`config.mk`:
```
export PLATFORM = sky130hd
export DESIGN_NAME = gearbox_tx_nw
export DESIGN_NICKNAME = d
export VERILOG_FILES = /design/src/rtl/gearbox_tx_nw.sv
export SDC_FILE = /design/constraint.sdc
export NUM_CORES = 1
export LEC_CHECK = 0
export CELL_PAD_IN_SITES_DETAIL_PLACEMENT = 1
export CELL_PAD_IN_SITES_GLOBAL_PLACEMENT = 1
export CORE_MARGIN = 5
export CORE_UTILIZATION = 44
export CTS_CLUSTER_DIAMETER = 40
export DETAILED_ROUTE_END_ITERATION = 16
export PLACE_DENSITY_LB_ADDON = 0.1
export SYNTH_ARGS = -nofsm -noshare
export SYNTH_HDL_FRONTEND = slang
export SYNTH_SLANG_ARGS = --single-unit
```
`constraint.sdc`:
```
create_clock -name clk -period 3.66 [get_ports clk]
set_input_delay 1.098 -clock clk [delete_from_list [all_inputs] [get_ports clk]]
set_output_delay 1.098 -clock clk [all_outputs]
set_load 0.01 [all_outputs]
```
`src/rtl/gearbox_tx_nw.sv`:
```
// gearbox_tx_nw: 66b -> OUT_W-bit TX gearbox between the 64b/66b encoder and the PMA serialiser
//   clk, nreset (async, active-low)
//   valid_i, head_i, data_i : block input, block = {data_i, head_i}
//   accept_o                : block taken this cycle when valid_i=1
//   data_v_o, data_o        : output word, bit 0 transmitted first
//   underflow_o             : sticky underflow flag, only with GEARBOX_TX_UNDERFLOW_EN defined
module gearbox_tx_nw #(
  parameter int DATA_W = 64,
  parameter int HEAD_W = 2,
  parameter int OUT_W  = 64
) (
  input  logic              clk,
  input  logic              nreset,
  input  logic              valid_i,
  input  logic [HEAD_W-1:0] head_i,
  input  logic [DATA_W-1:0] data_i,
  output logic              accept_o,
  output logic              data_v_o,
`ifdef GEARBOX_TX_UNDERFLOW_EN
  output logic              underflow_o,
`endif
  output logic [OUT_W-1:0]  data_o
);
  localparam int BLOCK_W = HEAD_W + DATA_W;
  localparam int CNT_W = $clog2(BLOCK_W + OUT_W);
  localparam int BUF_W = BLOCK_W + OUT_W - 1;
  localparam logic [CNT_W-1:0] OUT_C = CNT_W'(OUT_W);
  localparam logic [CNT_W-1:0] BLK_C = CNT_W'(BLOCK_W);
  if (OUT_W < 8 || OUT_W > DATA_W) begin : g_bad_out_w
    $error("gearbox_tx_nw: OUT_W must satisfy 8 <= OUT_W <= DATA_W");
  end
  logic [BLOCK_W-1:0] res_q;
  logic [CNT_W-1:0]   cnt_q;
  logic [BUF_W-1:0]   sh;
  // res_q is zero above cnt_q, so OR-ing the shifted block in cannot corrupt residual bits
  assign sh = (BUF_W'({data_i, head_i}) << cnt_q) | BUF_W'(res_q);
  assign accept_o = cnt_q < OUT_C;
  always_ff @(posedge clk or negedge nreset)
    if (!nreset) begin
      res_q    <= '0;
      cnt_q    <= '0;
      data_o   <= '0;
      data_v_o <= 1'b0;
    end else if (accept_o && valid_i) begin
      data_o   <= sh[OUT_W-1:0];
      data_v_o <= 1'b1;
      res_q    <= BLOCK_W'(sh >> OUT_W);
      cnt_q    <= cnt_q + BLK_C - OUT_C;
    end else if (!accept_o) begin
      data_o   <= res_q[OUT_W-1:0];
      data_v_o <= 1'b1;
      res_q    <= res_q >> OUT_W;
      cnt_q    <= cnt_q - OUT_C;
    end else
      data_v_o <= 1'b0;
`ifdef GEARBOX_TX_UNDERFLOW_EN
  logic seen_q;
  logic uf;
  // an underflow only counts once the line has carried data since reset
  assign uf = accept_o && !valid_i && (seen_q || data_v_o);
  always_ff @(posedge clk or negedge nreset)
    if (!nreset) begin
      seen_q      <= 1'b0;
      underflow_o <= 1'b0;
    end else begin
      seen_q      <= seen_q | data_v_o;
      underflow_o <= underflow_o | uf;
    end
  a_no_double_underflow: assert property (@(posedge clk) disable iff (!nreset) uf |=> valid_i);
`endif
endmodule

```
# Word-level counts from Yosys, hierarchy flattened
# Cells that the tools add are included.
dict set report classes {
  add_sub_neg 3
  mul 0
  n_div 0
  n_lt_le_gt_ge 1
  n_eq_ne 1
  shift 1
  n_mux 8
  bitwise_logic 1
  n_reduce_logical 1
}
# cell count
set ops {}
lappend ops {{$mux W66} 2}
lappend ops {{$or A129 B66 Y129} 1}
lappend ops {{$shl A66 B8 Y129} 1}
lappend ops {{$mux W64} 2}
lappend ops {{$mux W8} 2}
lappend ops {{$sub A8 B7 Y8 const B} 2}
lappend ops {{$add A8 B7 Y8 const B} 1}
lappend ops {{$lt A8 B7 Y1 const B} 1}
lappend ops {{$mux W1} 2}
lappend ops {{$ne A2 B1 Y1 const B} 1}
lappend ops {{$logic_and A1 B1 Y1} 1}
dict set report word_totals {
  ff_bits 139
  latchBits 0
  mem_bits_rw 0
  romBits 0
  in_bits 69
  out_inout_bits 66
  elab_cells 20
  mem_count 0
}

# Depth between registers and ports, before layout
# Gate-level depths: netlist (run 1).
dict set report depth {
  ltp_word 3
  depth_mapped 12
  depth_no_buf 8
}

# Worst setup path before layout (run 1)
# OpenSTA, ideal clock, no wires.
dict set report synth_path {
  path_kind {register -> register}
  from {register cnt_q[6]}
  to {register data_o[34]}
  setup_ps 133
  arrival_time_ps 2644
  t_required_ps 3527
  path_slack_ps 882
  stages_incl_launch_ff 11
  n_path_buf 5
  period_less_slack_ps 2778
  cell_sequence {dfrtp_1 > clkbuf_1 > clkinv_1 > clkbuf_1 > ha_1 > buf_2 > nor2b_1 > clkbuf_1 > clkbuf_1 > mux2i_1 > o21ai_0}
}
dict set report synth_between {
  elab_chain_len 3
  elab_cells_between_ends 6
  classes_between {1 x order compare; 1 x eq/ne; 1 x shift; 1 x mux; 1 x bitwise; 1 x reduce/logical}
}
# item line_no
set synth_rtl {}
lappend synth_rtl {{start, declared} 33} ;# logic [CNT_W-1:0] cnt_q;
lappend synth_rtl {{start signal, assigned} 48} ;# cnt_q <= cnt_q + BLK_C - OUT_C;
lappend synth_rtl {{start signal, assigned} 53} ;# cnt_q <= cnt_q - OUT_C;
lappend synth_rtl {{$lt A8 B7 Y1 (*)} 37} ;# assign accept_o = cnt_q < OUT_C;
lappend synth_rtl {{named net accept_o} 17} ;# output logic accept_o,
lappend synth_rtl {{$logic_and A1 B1 Y1} 44} ;# end else if (accept_o && valid_i) begin
lappend synth_rtl {{$ne A2 B1 Y1 (no source line) or $mux W64 (tied branches)} --}
lappend synth_rtl {{end signal, assigned} 45} ;# data_o <= sh[OUT_W-1:0];
lappend synth_rtl {{end signal, assigned} 50} ;# data_o <= res_q[OUT_W-1:0];
lappend synth_rtl {{end, declared} 22} ;# output logic [OUT_W-1:0] data_o
# The timed path passes the listed nets; every way through them passes the cells marked *.
# A chain may end at the register's enable or synchronous reset.

# Final worst setup path (run 1)
dict set report layout_path {
  from {register cnt_q[7]}
  to {output accept_o}
}
dict set report layout_between {
  elab_chain_len 1
}
# item line_no
set layout_rtl {}
lappend layout_rtl {{$lt A8 B7 Y1} 37}
lappend layout_rtl {{end, declared} 17}
# No other way between the ends.

==> results of run 1 <==
[synthesized netlist by cell type (12+ instances only)]
library cell  count  area share (%)
buf_2            20            0.92
buf_1            12            0.41
o21ai_0          90             4.1
nor3_1           14            0.64
mux4_2           75              16
a21oi_1          56             2.6
o221ai_1         23             1.9
nor2b_1          13            0.75
nand2_1         140             4.8
o211ai_1         16             1.1
clkbuf_1         60             2.1
o22ai_1          13            0.75
nor2_1           64             2.2
dfrtp_1         137              32
mux2i_1          88             8.1
a22oi_1          26             1.8
nand3_1          22             1.0
mux2_2           51             5.3
a31oi_1          12            0.69
[kinds of logic after synthesis]
family,Yosys count
flops,137
buf+inv,115
fa+ha+maj,2
simple gates,291
compound gates,347
mux,215
xor+xnor,6
[report_power, final]
group          internal (W)  switching (W)
clock              0.000899       0.000819
combinational       0.00352        0.00536
sequential          0.00184       0.000491
total               0.00626        0.00667
[registers in the layout, summed over array words and instances (netlist names)]
register	cells
data_o	64
res_q	65
cnt_q	7
data_v_o	1
[worst paths after layout]
kind | start | endpoint | cells after the start
max in group asynchronous | nreset | data_o[13] | 2
hold / removal | data_o[12] | data_o[12] | 2
min in group asynchronous | nreset | data_o[42] | 1
hold reg to reg | data_o[12] | data_o[12] | 2
setup / recovery | cnt_q[7] | accept_o | 3
setup reg to reg | cnt_q[1] | res_q[52] | 6
[metrics by stage]
stage | worst slack (ns) | util [%]
finish | 0.444 | 56.0
global route | 0.345 | 56.0
CTS | 0.452 | 56.0
detailed placement | 0.103 | 53.7
global placement | 0.134 | 53.7
floorplan | 0.882 | -
[cell usage in the layout, fill, tap and decap left out, types with 5 or more instances in the layout]
cell type	instances
nand2_1	140
dfrtp_1	133
clkdlybuf4s50_1	133
buf_4	93
o21ai_0	90
mux2i_1	88
mux4_2	75
nor2_1	64
a21oi_1	56
mux2_2	51
a22oi_1	26
o221ai_1	23
nand3_1	22
clkbuf_16	17
o211ai_1	16
nor3_1	14
o22ai_1	13
nor2b_1	12
a31oi_1	12
buf_12	11
a32oi_1	10
a22o_1	10
a221oi_1	9
a221o_1	9
a32o_1	8
a21o_1	8
nand2b_1	8
inv_1	7
o21a_1	6
o2bb2ai_1	6
o21ai_1	6
a2bb2oi_1	6
xnor2_1	6
nor3b_1	5
inv_8	5
[tightest hold or removal path: cells and delay by family, from the launching register on]
| family | cells | cell delay [ns] |
|---|---|---|
| AND/OR/NAND/NOR | 2 | 0.10 |
| flip-flops | 1 | 0.34 |
[layer usage]
metal,wire [um],GRT usage (%),up-vias,part of all wire (%)
met5,9,0,-,0.018
met4,2960,16.8,2,6.0
met3,5690,8.13,154,12
met2,20900,51.0,780,42
met1,19900,49.3,5514,40
li1,-,-,4629,-
[cell type report]
cell class	instances	area [um^2]	share of cell area (%)
Clock buffer	18	429	3.15
Inverter	11	41.3	0.303
Multi-Input combinational cell	861	6910	50.7
Sequential cell	137	3440	25.3
Clock inverter	14	130	0.956
Timing Repair Buffer	238	2260	16.6
Tap cell	324	405	2.98
==> results_dict.tcl, run 1 <==
set metrics [dict create \
    fin_tns_setup_ns 0 \
    yosys.area_share.simple_pct 11.8 \
    clock_path_buffers 2 \
    drv_cap 0 \
    synth_top_family_by_area "multiplexers" \
    avgRoutedWirePerCell_um 30.9 \
    tritoncts.num_buffers 17 \
    vias 11100 \
    tightestPinTransition_ns 1.09 \
    fillers 2674 \
    fmax_mhz 311 \
    cpLargestDelayFamily "buffers and inverters" \
    p_leak_nw 5.53 \
    criticalPathCategory "flip-flop to output pin" \
    root_buffer "clkbuf_16" \
    syn_inst 1113 \
    cts.clk_slew.worst_paths_ns 0.07 \
    min_period_over_period_pct 87.9 \
    required_ns 2.56 \
    initial_core_util_pct 44.7 \
    power_w 0.0129 \
    postCtsResizedCells 0 \
    grt_pass1_vias 11100 \
    grt_pass1_wl_mm 74.4 \
    port_buffers 134 \
    antenna-diode-count 0 \
    antenna_found_initial 1 \
    synth_compound_area_share_pct 21.8 \
    place_area_um2 13100 \
    p_per_area_nw_per_um2 949 \
    synthAdderAreaFrac_pct 0.230 \
    cp-start-kind "flip-flop" \
    setup_viol 0 \
    dp_hpwl_mm 37.8 \
    drc 0 \
    fin_hold_ws_ns 0.467 \
    async_reset_ff_share_pct 100 \
    final_nets 1337 \
    avgViaCountPerCell 6.91 \
    synthXorXnorAreaFrac_pct 0.483 \
    clock_sink_count 137 \
    min_period_ns 3.22 \
    cts_tree "yes" \
    max_stage_delay_ns 0.64 \
    drive_gt1_share_pct 21.4 \
    grt-ovfl-total 0 \
    stdcell_count 1603 \
    max-slew-margin-rel_pct 26.9 \
    design_area_um2 13600 \
    ioPinCount 135 \
    syn_area_um2 10900 \
    outcome "completed" \
    hold_viol 0 \
    synth_edf_count 0 \
    skew_ns 0.0146 \
    rsz0062_at_grt "false" \
    chipWidth_um 167 \
    drt_first_pass_iters 6 \
    path_cells "inv_1 -> ha_1 -> clkdlybuf4s50_1" \
    synth-seq-cells 137 \
    worstPathArrival_ns 2.12 \
    rows 57 \
    post-cts-setup-buffer-count 0 \
    ys.flop_type "dfrtp_1" \
    yosysSeqAreaShare_pct 31.5 \
    min-delay-path-class "flip-flop to flip-flop" \
    synthMuxAreaShare_pct 29.0 \
    cts.hold.buffers_added 0 \
    end_kind "output pin" \
    die_area_um2 28000 \
    cp_max_fo 11 \
    die_h_um 167 \
    syn-num-nets 1184 \
    cp.buffers_inverters 2 \
    drv_slew 0 \
    drt-total-wl_mm 49.5 \
    drtIter0Drc 1485 \
    gr-usage-all-layers_pct 35.0 \
    cts_htree_levels 4 \
    reg2reg_setup_slack_ns 0.50 \
    core-area_um2 24300 \
    yosysUniqueCellTypes 68 \
    cpMaxStageDelayCell "clkdlybuf4s50_1" \
    place_inst 1571 \
    insertion_delay_ns 0.44 \
    ir_drop_mv 0.727 \
    place_congestion 1.08 \
    ys.warnings.count 0 \
    grt_max_degree 73 \
    avgSynthCellArea_um2 9.77 \
    area_delta_synth_final_pct 25.1 \
    drtAntennaViolNets 0 \
]
No activity file was read; power rests on OpenSTA's default activity.
==> run 2: changes to the inputs <==
--- a/config.mk
+++ b/config.mk
@@ -8,8 +8,8 @@
 export CELL_PAD_IN_SITES_DETAIL_PLACEMENT = 1
 export CELL_PAD_IN_SITES_GLOBAL_PLACEMENT = 1
 export CORE_MARGIN = 5
-export CORE_UTILIZATION = 44
-export CTS_CLUSTER_DIAMETER = 40
+export CORE_UTILIZATION = 40
+export CTS_CLUSTER_DIAMETER = 120
 export DETAILED_ROUTE_END_ITERATION = 16
 export PLACE_DENSITY_LB_ADDON = 0.1
 export SYNTH_ARGS = -nofsm -noshare
==> constraint.sdc (replaced) <==
create_clock -name clk -period 2.7 [get_ports clk]
set_input_delay 0.81 -clock clk [delete_from_list [all_inputs] [get_ports clk]]
set_output_delay 0.81 -clock clk [all_outputs]
set_load 0.01 [all_outputs]
==> results_dict.tcl, run 2 (same netlist as run 1, synthesis figures left out) <==
set metrics [dict create \
    power_w 0.0196 \
    design_area_um2 15100 \
    place_area_um2 14500 \
    reg_top3 "res_q x65, data_o x64, cnt_q x7" \
    grt-ovfl-total 0 \
    grt_pass1_wl_mm 80.4 \
    criticalPathCategory "input port to flip-flop" \
    dp_hpwl_mm 42.4 \
    drv_cap 0 \
    fmax_mhz 373 \
    die_h_um 175 \
    min_period_ns 2.68 \
    vias 11700 \
    skew_ns 0.0142 \
    antenna-diode-count 0 \
    end_kind "flip-flop" \
    port_buffers 134 \
    reg2reg_setup_slack_ns 0.06 \
    min_period_over_period_pct 99.2 \
    cp_max_fo 6 \
    outcome "completed" \
    setup_viol 0 \
    required_ns 3.02 \
    worstPathArrival_ns 3.00 \
    post-cts-setup-buffer-count 0 \
    cts_tree "yes" \
    r2r_start "cnt_q[2]" \
    rsz0062_at_grt "false" \
    rows 60 \
    drive_gt1_share_pct 31.6 \
    drv_slew 0 \
    avgViaCountPerCell 6.50 \
    drc 0 \
    drtIter0Drc 1044 \
    min-delay-path-class "input port to async pin" \
    layout_commonest_cell "buf_4" \
    drt_first_pass_iters 5 \
    tightestPinTransition_ns 0.688 \
    cp-start-kind "input port" \
    cp.buffers_inverters 3 \
    multiInputGateArea_um2 6950 \
    cpMaxStageDelayCell "clkdlybuf4s50_1" \
    cts_htree_levels 4 \
    area_delta_synth_final_pct 39.0 \
    grt_pass1_vias 12100 \
    clock_path_buffers 2 \
    drtAntennaViolNets 0 \
    max_stage_delay_ns 0.62 \
    place_congestion 0.987 \
    largest_register_ffs 65 \
    die_area_um2 30600 \
    mostFrequentLayoutCells "buf_4 (262), nand2_1 (140), dfrtp_1 (133)" \
    ioPinCount 135 \
    tritoncts.num_buffers 17 \
    path_cells "clkdlybuf4s50_1 -> mux2_2 -> a21oi_1 -> buf_4 -> buf_4 -> a21oi_1 -> a221o_1 -> a32o_1" \
    clock_sink_count 137 \
    ir_drop_mv 0.793 \
    cts.clk_slew.worst_paths_ns 0.08 \
    max-slew-margin-rel_pct 54.0 \
    fin_hold_ws_ns 0.310 \
    insertion_delay_ns 0.43 \
    grt_max_degree 57 \
    critPathLaunch "data_i[59]" \
    chipWidth_um 175 \
    ff_latch_area_um2 3440 \
    avgRoutedWirePerCell_um 30.3 \
    hold_viol 0 \
    final_nets 1513 \
    root_buffer "clkbuf_16" \
    gr-usage-all-layers_pct 35.0 \
    cts.hold.buffers_added 0 \
    fin_tns_setup_ns 0 \
    core-area_um2 26900 \
    cpLargestDelayFamily "buffers and inverters" \
    p_per_area_nw_per_um2 1300 \
    initial_core_util_pct 40.5 \
    antenna_found_initial 0 \
    p_leak_nw 6.45 \
    top_register "res_q" \
    drt-total-wl_mm 54.4 \
    fillers 2972 \
]
run 2: cell count changes in the layout (fill, tap and decap cells not counted), sizes merged:
cell	previous run	this run
clkinvlp	4	1
clkdlybuf4s50	133	131
dlymetal6s2s	0	1
clkinv	4	6
bufinv	0	1
dlygate4sd2	0	1
buf	105	281
run 2: final timing paths:
path                              endpoint  depth (start not counted)
max in group asynchronous         cnt_q[3]                          2
min in group clk                data_o[12]                          2
worst max-delay path             res_q[11]                          8
worst max register to register   res_q[15]                          6
worst min register to register  data_o[12]                          2
worst min-delay path             res_q[51]                          1
run 2: repair_timing:
action | 4_1_cts | 5_1_grt
pin swaps | 0 | 2
setup endpoints to repair | 6 | 6
gates resized for setup | 7 | 6
endpoints found under the hold margin | 0 | 0
run 2: cell type report:
| cell class | count | share of cell area (%) |
|---|---|---|
| clock buffer | 18 | 2.90 |
| clock inverter | 14 | 0.993 |
| inverter | 11 | 0.273 |
| multi-input combinational | 861 | 46.0 |
| sequential | 137 | 22.8 |
| tap | 341 | 2.82 |
| timing repair buffer | 414 | 24.3 |
run 2: report_power, final:
group,leakage (nW),total [W],switching (W),internal (W)
Clock,0.289,0.00245,0.00112,0.00134
Combinational,4.29,0.0142,0.00799,0.00620
Sequential,1.87,0.00297,0.000466,0.00251
Total,6.45,0.0196,0.00957,0.0100
run 2: metrics by stage:
stage | worst slack, ns | cells | util, %
finish | 0.0215 | 1796 | 56.3
detailed placement | -0.575 | 1764 | 53.9
global route | 0.00123 | 1796 | 56.3
global placement | -0.510 | 1764 | 53.9
CTS | 0.0686 | 1796 | 56.2
floorplan | 0.00481 | 1113 | -
run 2: metal layers:
metal  up-vias  part of all wire [%]  GRT usage (%)
met5         -                     0              0
met4         0                   4.8           15.2
met3       117                   7.7           6.25
met2       573                    45           54.8
met1      6012                    43           48.0
li1       4979                     -              -
==> edit 1, RTL diff (config.mk and constraints of run 1) <==
Set the parameter `OUT_W` to 32 (it was 64).
--- a/src/rtl/gearbox_tx_nw.sv
+++ b/src/rtl/gearbox_tx_nw.sv
@@ -7,7 +7,7 @@
 module gearbox_tx_nw #(
   parameter int DATA_W = 64,
   parameter int HEAD_W = 2,
-  parameter int OUT_W  = 64
+  parameter int OUT_W  = 32
 ) (
   input  logic              clk,
   input  logic              nreset,
Ports: changed (resized data_o); port bits go from 135 to 103. No check against the original RTL was run, so the function may have changed too.
==> edit 1 against run 1 <==
Sequential power is 17% lower; routed wire length shrank 30%; power is 28% lower; final cell count decreased by 24%; combinational power shrank 27%; sequential cell count is 33 lower; setup slack worse by 300 ps; area after synthesis down 23%; design area down 27%.
==> edit 1: results (changes against run 1) <==
antenna_found_initial: 0  # was 1
cts_buffers: 9  # was 17
wl_met2_mm: 14.9  # was 20.9 mm
drt-met1-wl_mm: 15.4  # was 19.9 mm
ff2ff_path_depth: 7  # was 6
reg2reg_slack_ps: 300  # was 500 ps
grt_pass1_vias: 8309  # was 11100
use_met1_pct: 47.2  # was 49.3%
clk_latency_ps: 370  # was 440 ps
worst_slack_ps: 148  # was 444 ps
synth-adder-area-share_pct: 0.299  # was 0.230%
worstSetupEndpoint: "res_q[1]"  # was accept_o
p_leak_nw: 4.03  # was 5.53 nW
area_growth_pct: 19.5  # was 25.1%
synth_xor_xnor_area_share_pct: 0.524  # was 0.483%
clock_skew_ps: 13.0  # was 14.6 ps
cp_max_fo: 4  # was 11
placedCellCount: 1198  # was 1571
synth_compound_area_share_pct: 22.1  # was 21.8%
status: "completed"  # unchanged
fin_cells: 1213  # was 1603
highest_layer: "met4"  # was met5
synthTopCellsByCount: "nand2_1, dfrtp_1, nor2_1"  # was nand2_1, dfrtp_1, o21ai_0
grt_max_degree: 82  # was 73
met3_usage_pct: 6.38  # was 8.13%
worstHoldEndpoint: "data_o[27]"  # was data_o[12]
fin_nets: 1046  # was 1337
syn_inst: 895  # was 1113
edit 1: changes by cell type in the layout (fill, tap and decap cells not counted), moves of 19 or more:
cell | before | now
buf_4 | 93 | 46
mux2i_1 | 88 | 54
nand2_1 | 140 | 106
dfrtp_1 | 133 | 100
clkdlybuf4s50_1 | 133 | 101
nor2_1 | 64 | 90
mux2_2 | 51 | 32
edit 1: report_power, final:
group,internal (mW),total (mW),switching (mW),leakage (nW)
Clock,0.470,0.970,0.500,0.128
Sequential,1.54,1.93,0.386,1.38
Combinational,2.53,6.46,3.93,2.52
edit 1: layout make-up:
type | count | area share (%)
repair buffers | 151 | 14.4
inverters | 9 | 0.338
well taps | 234 | 2.93
clock buffers | 9 | 2.25
flip-flops and latches | 104 | 26.1
clock inverters | 6 | 0.539
multi-input cells | 700 | 53.4
edit 1: worst reg2reg max path, stage by stage, from the launching register on:
cell and delay (ps):
dfrtp_4 730, buf_12 310, mux4_2 660, mux2i_2 240
a21oi_1 130, a2111oi_0 910, buf_4 230, nor2_1 40
==> edit 2, RTL diff (config.mk and constraints of run 1) <==
Made on the original files. Add an input register stage for `head_i` and `data_i`, without a reset; this delays them by one clock. The other inputs are not delayed to match.
--- a/src/rtl/gearbox_tx_nw.sv
+++ b/src/rtl/gearbox_tx_nw.sv
@@ -26,6 +26,15 @@
   localparam int BUF_W = BLOCK_W + OUT_W - 1;
   localparam logic [CNT_W-1:0] OUT_C = CNT_W'(OUT_W);
   localparam logic [CNT_W-1:0] BLK_C = CNT_W'(BLOCK_W);
+
+  logic [HEAD_W-1:0] head_q;
+  logic [DATA_W-1:0] data_q;
+
+  always_ff @(posedge clk) begin
+      head_q <= head_i;
+      data_q <= data_i;
+  end
+
   if (OUT_W < 8 || OUT_W > DATA_W) begin : g_bad_out_w
     $error("gearbox_tx_nw: OUT_W must satisfy 8 <= OUT_W <= DATA_W");
   end
@@ -33,7 +42,7 @@
   logic [CNT_W-1:0]   cnt_q;
   logic [BUF_W-1:0]   sh;
   // res_q is zero above cnt_q, so OR-ing the shifted block in cannot corrupt residual bits
-  assign sh = (BUF_W'({data_i, head_i}) << cnt_q) | BUF_W'(res_q);
+  assign sh = (BUF_W'({data_q, head_q}) << cnt_q) | BUF_W'(res_q);
   assign accept_o = cnt_q < OUT_C;
   always_ff @(posedge clk or negedge nreset)
     if (!nreset) begin
Formal check against the unedited RTL: not equivalent (a bounded check fails within 4 cycles, from zero or initial values and one cycle with nreset low).
==> edit 2 against run 1 <==
Design area rose by 12%; worst hold slack better by 4.5 ps; sequential share of layout area up 5.9 points; clock power is 81% higher; register-to-register slack better by 140 ps; sequential power up 33%; utilization fell by 0.64 points; setup slack got worse by 110 ps; sequential cell count is 66 higher; routed wire length fell by 1.3%; power up 12%; area after synthesis is 13% higher; maximum frequency shrank 3.3%; combinational power decreased by 6.9%; critical endpoint unchanged.
==> edit 2: results (changes against run 1) <==
powerComb_mw: 8.26  # was 8.87 mW
first_iter_violations: 1263  # was 1485
clk_latency_ps: 520  # was 440 ps
cts_max_level: 2  # was 4
power_frac_comb_pct: 57.1  # was 68.6%
reg2reg_slack_ps: 640  # was 500 ps
synthTopCellsByArea: "dfrtp_1, mux4_2, dfxtp_1"  # was dfrtp_1, mux4_2, mux2i_1
wl_per_cell_um: 28.4  # was 30.9 µm
ys_seq_area_share_pct: 38.7  # was 31.5%
vias: 11200  # was 11100
grt_usage_pct: 31.2  # was 35.0%
cts_buffers: 35  # was 17
status: "completed"  # unchanged
timing.rr.end: "res_q[12]"  # was res_q[52]
use_met1_pct: 43.7  # was 49.3%
p_clk_mw: 3.12  # was 1.72 mW
synthTopCellsByCount: "nand2_1, dfrtp_1, mux2i_1"  # was nand2_1, dfrtp_1, o21ai_0
slew_headroom_pct: 22.1  # was 26.9%
dpl.hpwl_mm: 36.5  # was 37.8 mm
fin_cells: 1720  # was 1603
critPathArrivalTime_ps: 2230  # was 2120 ps
ys_async_sr_fraction_pct: 67.5  # was 100%
syn_inst: 1187  # was 1113
drtPass1Iterations: 5  # was 6
grt_pass1_wl_mm: 73.7  # was 74.4 mm
pre_cts_ws_ps: 249  # was 103 ps
wl_met3_mm: 4.88  # was 5.69 mm
synth_nets: 1258  # was 1184
ir_drop_mv: 0.440  # was 0.727 mV
grt_util_met2_pct: 46.0  # was 51.0%
clk_path_buf_depth: 3  # was 2
wl_met2_mm: 21.3  # was 20.9 mm
fin_nets: 1387  # was 1337
min-delay-start: "data_o[2]"  # was data_o[12]
==> edit 2: cell types whose count changed after synthesis, sizes merged, moves of 6 or more <==
cell | run 1 | this run
a21oi | 56 | 67
o221ai | 23 | 15
clkbuf | 60 | 54
nand2 | 140 | 152
a22oi | 26 | 10
and2 | 3 | 9
mux2 | 52 | 58
o21ai | 96 | 86
o22ai | 13 | 3
buf | 44 | 50
dfxtp | 0 | 66
==> edit 2: cell type report <==
type                    instances  area (µm²)
fillers                      2987       12300
multi-input cells             869        7000
flip-flops and latches        203        4760
repair buffers                196        1880
clock buffers                  42         963
well taps                     378         473
clock inverters                21         169
inverters                      11        41.3
==> edit 2: logic make-up after synthesis <==
kind of cell | after synthesis | synth area share, %
multiplexers | 219 | 26.3
adder cells (fa/ha/maj) | 2 | 0.204
flip-flops | 203 | 38.7
XOR/XNOR | 5 | 0.357
buffers and inverters | 115 | 4.40
AND/OR/NAND/NOR | 309 | 11.1
AO/OA/AOI/OAI | 334 | 18.9
